$ cat config.mk
export PLATFORM = sky130hd
export DESIGN_NAME = uart_host_ctrl
export DESIGN_NICKNAME = d
export VERILOG_FILES = /design/src/rtl/uart_host_ctrl.sv
export SDC_FILE = /design/constraint.sdc
export NUM_CORES = 1
export LEC_CHECK = 0
export ABC_AREA = 1
export BUFFER_PORTS_ARGS = -buffer_cell sky130_fd_sc_hd__buf_2
export CORE_UTILIZATION = 30
export DETAILED_ROUTE_END_ITERATION = 10
export GPL_ROUTABILITY_DRIVEN = 0
export GPL_TIMING_DRIVEN = 0
export REMOVE_ABC_BUFFERS = 1
export SLEW_MARGIN = 20
export SYNTH_ARGS = -nofsm -noshare
export SYNTH_HDL_FRONTEND = slang
export SYNTH_SLANG_ARGS = --single-unit
$ cat constraint.sdc
create_clock -name clk -period 4.9 [get_ports clk]
set_clock_uncertainty 0.05 [all_clocks]
set_input_delay 1.225 -clock clk [delete_from_list [all_inputs] [get_ports clk]]
set_output_delay 1.225 -clock clk [all_outputs]
set_load 0.02 [all_outputs]
$ cat src/rtl/uart_host_ctrl.sv
// uart_host_ctrl: sole bus master for a 16550 register file. It programs the divisor,
// line and FIFO control in DLAB order, then polls LSR to service RX and credit-limited TX.
module uart_host_ctrl #(
   parameter int TX_CREDITS = 16
) (
   input  logic        clk,
   input  logic        rst,
   input  logic        cfg_start,
   input  logic [15:0] cfg_div,
   input  logic [6:0]  cfg_lcr,
   input  logic [7:0]  cfg_fcr,
   output logic        cfg_done,
   input  logic        tx_valid,
   input  logic [7:0]  tx_data,
   output logic        tx_ready,
   input  logic        tx_credit_ret,
   output logic        rx_valid,
   output logic [7:0]  rx_data,
   input  logic        rx_ready,
   output logic        err,
   output logic [3:0]  err_bits,
   output logic        bus_wr,
   output logic        bus_rd,
   output logic [2:0]  bus_addr,
   output logic [7:0]  bus_wdata,
   input  logic [7:0]  bus_rdata
);

   typedef enum logic [3:0] {
      IDLE, C_LCRD, C_DLL, C_DLM, C_LCR, C_FCR,
      POLL_RD, POLL_W, POLL_S, RX_RD, RX_W, RX_S, TX_WR
   } state_t;

   localparam logic [7:0] CREDIT_MAX = 8'(TX_CREDITS);
   localparam logic [2:0] ADDR_DATA  = 3'd0;
   localparam logic [2:0] ADDR_DLM   = 3'd1;
   localparam logic [2:0] ADDR_FCR   = 3'd2;
   localparam logic [2:0] ADDR_LCR   = 3'd3;
   localparam logic [2:0] ADDR_LSR   = 3'd5;

   state_t      state_q, state_d;
   logic [15:0] div_q, div_d;
   logic [6:0]  lcr_q, lcr_d;
   logic [7:0]  fcr_q, fcr_d;
   logic [7:0]  credits_q, credits_d;
   logic        rx_valid_q, rx_valid_d;
   logic [7:0]  rx_data_q, rx_data_d;
   logic        cfg_done_q, cfg_done_d;
   logic        err_q, err_d;
   logic [3:0]  err_bits_q, err_bits_d;
   logic        last_tx_q, last_tx_d;
   logic        rx_elig, tx_elig;

   always_comb begin
      state_d    = state_q;
      div_d      = div_q;
      lcr_d      = lcr_q;
      fcr_d      = fcr_q;
      credits_d  = credits_q;
      rx_valid_d = rx_valid_q;
      rx_data_d  = rx_data_q;
      cfg_done_d = cfg_done_q;
      err_d      = err_q;
      err_bits_d = err_bits_q;
      last_tx_d  = last_tx_q;
      rx_elig    = bus_rdata[0] & ~rx_valid_q;
      tx_elig    = tx_valid & bus_rdata[5] & (credits_q != 8'd0);

      // A spend and a return in the same cycle cancel out.
      if ((state_q == TX_WR) && !tx_credit_ret) begin
         if (credits_q != 8'd0) credits_d = credits_q - 8'd1;
      end else if (tx_credit_ret && (state_q != TX_WR)) begin
         if (credits_q < CREDIT_MAX) credits_d = credits_q + 8'd1;
      end

      if (rx_valid_q && rx_ready) rx_valid_d = 1'b0;

      case (state_q)
         IDLE:    state_d = IDLE;
         C_LCRD:  state_d = C_DLL;
         C_DLL:   state_d = C_DLM;
         C_DLM:   state_d = C_LCR;
         C_LCR:   state_d = C_FCR;
         C_FCR: begin
            state_d    = POLL_RD;
            cfg_done_d = 1'b1;
            credits_d  = CREDIT_MAX;
         end
         POLL_RD: state_d = POLL_W;
         POLL_W:  state_d = POLL_S;
         POLL_S: begin
            err_bits_d = err_bits_q | bus_rdata[4:1];
            err_d      = err_q | (|bus_rdata[4:1]);
            // When both classes are ready, serve whichever did not go last.
            if (rx_elig && (!tx_elig || last_tx_q)) begin
               state_d   = RX_RD;
               last_tx_d = 1'b0;
            end else if (tx_elig) begin
               state_d   = TX_WR;
               last_tx_d = 1'b1;
            end else begin
               state_d = POLL_RD;
            end
         end
         RX_RD:   state_d = RX_W;
         RX_W:    state_d = RX_S;
         RX_S: begin
            rx_data_d  = bus_rdata;
            rx_valid_d = 1'b1;
            state_d    = POLL_RD;
         end
         TX_WR:   state_d = POLL_RD;
         default: state_d = IDLE;
      endcase

      // A configuration request preempts whatever access is in flight.
      if (cfg_start) begin
         state_d    = C_LCRD;
         div_d      = cfg_div;
         lcr_d      = cfg_lcr;
         fcr_d      = cfg_fcr;
         err_d      = 1'b0;
         err_bits_d = 4'd0;
         rx_valid_d = 1'b0;
         cfg_done_d = 1'b0;
         last_tx_d  = 1'b1;
      end
   end

   always_ff @(posedge clk) begin
      if (rst) begin
         state_q    <= IDLE;
         div_q      <= 16'd0;
         lcr_q      <= 7'd0;
         fcr_q      <= 8'd0;
         credits_q  <= CREDIT_MAX;
         rx_valid_q <= 1'b0;
         rx_data_q  <= 8'd0;
         cfg_done_q <= 1'b0;
         err_q      <= 1'b0;
         err_bits_q <= 4'd0;
         last_tx_q  <= 1'b1;
      end else begin
         state_q    <= state_d;
         div_q      <= div_d;
         lcr_q      <= lcr_d;
         fcr_q      <= fcr_d;
         credits_q  <= credits_d;
         rx_valid_q <= rx_valid_d;
         rx_data_q  <= rx_data_d;
         cfg_done_q <= cfg_done_d;
         err_q      <= err_d;
         err_bits_q <= err_bits_d;
         last_tx_q  <= last_tx_d;
      end
   end

   // Bus strobes decode from the state register alone, so they follow each decision by one edge.
   always_comb begin
      bus_wr    = 1'b0;
      bus_rd    = 1'b0;
      bus_addr  = 3'd0;
      bus_wdata = 8'd0;
      tx_ready  = 1'b0;
      case (state_q)
         C_LCRD: begin bus_wr = 1'b1; bus_addr = ADDR_LCR;  bus_wdata = {1'b1, lcr_q};   end
         C_DLL:  begin bus_wr = 1'b1; bus_addr = ADDR_DATA; bus_wdata = div_q[7:0];      end
         C_DLM:  begin bus_wr = 1'b1; bus_addr = ADDR_DLM;  bus_wdata = div_q[15:8];     end
         C_LCR:  begin bus_wr = 1'b1; bus_addr = ADDR_LCR;  bus_wdata = {1'b0, lcr_q};   end
         C_FCR:  begin bus_wr = 1'b1; bus_addr = ADDR_FCR;  bus_wdata = fcr_q | 8'h06;   end
         POLL_RD: begin bus_rd = 1'b1; bus_addr = ADDR_LSR; end
         POLL_W, POLL_S: bus_addr = ADDR_LSR;
         RX_RD:  begin bus_rd = 1'b1; bus_addr = ADDR_DATA; end
         RX_W, RX_S: bus_addr = ADDR_DATA;
         TX_WR: begin
            bus_wr    = 1'b1;
            bus_addr  = ADDR_DATA;
            bus_wdata = tx_data;
            tx_ready  = 1'b1;
         end
         default: bus_addr = 3'd0;
      endcase
   end

   assign cfg_done = cfg_done_q;
   assign rx_valid = rx_valid_q;
   assign rx_data  = rx_data_q;
   assign err      = err_q;
   assign err_bits = err_bits_q;

endmodule

==> summary.md <==
| Metric | Value |
|---|---|
| Status | `complete, no violations` |
| Die height | `99.3 um` |
| Die width | `approximately 100 um` |
| Yosys warns | `0` |
| Seq/Total Area, Yosys | `40.2%` |
| Post-synth EDFFs | `0` |
| Initial antenna violation count | `0` |
| Async S/R FF share, synth | `0%` |
| Final Setup Violations | `0` |
| Grt ovf | `0` |
| Arrival time at the worst endpoint | `1.84 ns` |
| Longest Clk Path Bufs | `2` |
| CTS buffer count | `9` |
| DRC viols | `0` |
| Worst slew pin tran | `roughly 1 ns` |
| Filler cells | `975` |
| Tot GR Track Use | `15.8%` |
| Post-CTS Hold Buffers | `0` |
| First-pass GRT wire length | `12.4 mm` |
| Final ANT Viol Nets | `0` |
| Row count | `35` |
| Fmax | `approximately 320 MHz` |
| Via Count | `about 2,900` |
| R2R Path End | `credits_q[3]$_SDFFE_PP0P_` |
| CP startpoint kind | `register` |
| CTS tree | `done` |
| Core area | `~9000 sq um` |
| TritonRoute pass-1 iters | `4` |
| Reg clk slew, reported paths | `approximately 0.07 ns` |
| Total I/O pin count | `82` |
| Worst r2r path cells | `10` |
| Crit Path Max Fanout | `8` |
| CP required | `3.62 ns` |
| Vias per cell | `between 4 and 5` |
| PortBufs | `79` |
| Max cap viols | `0` |
| Worst-Skew Late Latency | `~0.33 ns` |
| Final setup TNS | `0 ns` |
| Pwr Density | `~310 nW/um^2` |
| Post-CTS sizing | `0` |
| R2r setup slk | `~2.1 ns` |
| VDD IR-drop max | `0.000179 V` |
| RSZ-0062 raised after global routing | `no` |
| CTS root buf | `clkbuf_8` |
| CP Class | `reg -> out` |
| Fin. max-slew vios | `0` |
| Synth Flop Type | `dfxtp_1` |
| Post-Route WL | `between 7 and 8 mm` |
| 1st-iter DRT viols | `127` |
| #FFs+latches synth | `between 50 and 60` |
| Worst Min Path Start | `err_bits[2]$_SDFFE_PP0P_` |
| FF-to-FF Start | `state_q[0]$_SDFF_PP0_` |
| CTS H-tree depth | `3` |
| Tcrit/Tclk final | `63.6%` |
| Nets | `roughly 570` |
| WL/cell | `around 12 um` |
| Min-Delay Path Class | `reg -> reg` |
| Hpwl dp | `about 5.2 mm` |
| Commonest non-fill, non-tap cell in the layout | `nor2_1` |
| Leakage | `between 1.5 and 2 nW` |
| Fin crit period | `around 3.1 ns` |
| Hold EP | `err_bits[2]$_SDFFE_PP0P_` |
| Netlist cell types | `26` |
| Initial Util | `a little under a third` |
| Antenna cell count | `0` |
| Vias in the first global route | `about 2,700` |
| Share of cells above drive strength 1 | `~22%` |
| Post-Route Utilization | `between 30% and 40%` |
| Layout area overhead | `26.1%` |
| TritonCTS Sinks | `57` |
| Mapped Cells | `approximately 430` |
| Largest net degree at the start of global routing | `39` |
| Fin. Hold Viols | `0` |
| Relative max-transition margin | `~33%` |
| Most frequent cells in the layout | `nor2_1, nand2_1, buf_2` |
| CP Capture Type | `output pin` |
| Cell Area, Synth | `2840 sq um` |
| Die area | `just under 10,000 sq um` |
| Syn_area_per_cell | `between 6 and 7 sq um` |
| Post-CTS Setup Inserts | `0` |
| Hold Crit Depth | `2` |
==> how the worst max path moves through the flow <==
stage | startpoint | cells after the start | endpoint | slack (ns)
final | state_q[2]$_SDFF_PP0_ | 7 | bus_addr[0] | 1.78
after global routing | state_q[2]$_SDFF_PP0_ | 7 | bus_wdata[3] | 1.64
after CTS | state_q[2]$_SDFF_PP0_ | 7 | bus_addr[0] | 1.79
after detailed placement | tx_credit_ret | 11 | credits_q[6]$_SDFFE_PP0P_ | 1.86
after global placement | tx_credit_ret | 11 | credits_q[6]$_SDFFE_PP0P_ | 1.88
after floorplan | tx_data[1] | 2 | bus_wdata[1] | 2.13
==> kinds of logic (layout without fill, tap and decap cells) <==
family,Yosys count,count (layout),share of synthesized area (%)
adder cells (fa/ha/maj),8,8,3.79
flip-flops,57,57,40.2
XOR/XNOR,4,4,1.23
AO/OA/AOI/OAI,67,67,12.4
buffers and inverters,61,146,8.06
AND/OR/NAND/NOR,228,228,34.3
==> synthesized netlist by cell type (3+ instances only) <==
master	number	area (sq um)
a21oi_1	20	100
a22oi_1	4	30.0
clkbuf_1	9	33.8
dfxtp_1	57	1140
ha_1	7	87.6
inv_1	42	158
inv_2	9	33.8
nand2_1	91	342
nand3_1	19	95.1
nand4_1	8	50.1
nor2_1	98	368
nor2_2	3	18.8
nor2_4	4	45.0
o21ai_0	38	190
o21ai_1	3	15.0
xor2_1	3	26.3
==> flip-flops by register name (all words and copies together) (netlist names), 4 cells and up <==
| register | flops |
|---|---|
| fcr_q | 6 |
| err_bits | 4 |
| div_q | 16 |
| lcr_q | 7 |
| rx_data | 8 |
| state_q | 4 |
| credits_q | 8 |
==> worst max-delay path: stages, from the launching register on <==
cell	delay [ns]
dfxtp_1	0.37
inv_2	0.08
nor2_2	0.19
nand3_1	0.13
nand2_1	0.32
inv_1	0.13
nand4_1	0.10
buf_2	0.18
==> power breakdown <==
part	switching, mW	internal, mW
clock	0.190	0.351
combinational	0.0568	0.0344
sequential	0.00819	0.481
total	0.255	0.866
==> routing by layer <==
metal	vias up	share of wire [%]	global-route usage, %
met3	14	3.9	2.67
met1	1281	49	21.0
met2	70	45	24.7
met4	0	2.0	7.69
met5	-	0	0
li1	1500	-	-
==> stage by stage <==
stage / hold slack [ns] / cells / worst slack, ns / power, mW / instance area, sq um
2_1_floorplan: 0.403 / 415 / 2.13 / 0.547 / 2800
3_3_place_gp: 0.387 / 605 / 1.88 / 0.589 / 3340
3_5_place_dp: 0.394 / 605 / 1.86 / 0.590 / 3340
4_1_cts: 0.405 / 621 / 1.79 / 1.13 / 3580
5_1_grt: 0.445 / 621 / 1.64 / 1.16 / 3580
6_report: 0.401 / 621 / 1.78 / 1.12 / 3580
==> cell type report <==
type | instances | area [sq um] | share of cell area [%]
timing repair buffer | 79 | 395 | 11.0
tap | 111 | 139 | 3.88
sequential | 57 | 1140 | 31.9
clock inverter | 5 | 103 | 2.87
multi-input combinational | 307 | 1470 | 41.0
inverter | 51 | 191 | 5.35
clock buffer | 11 | 141 | 3.95
No activity file was read; power rests on OpenSTA's default activity.
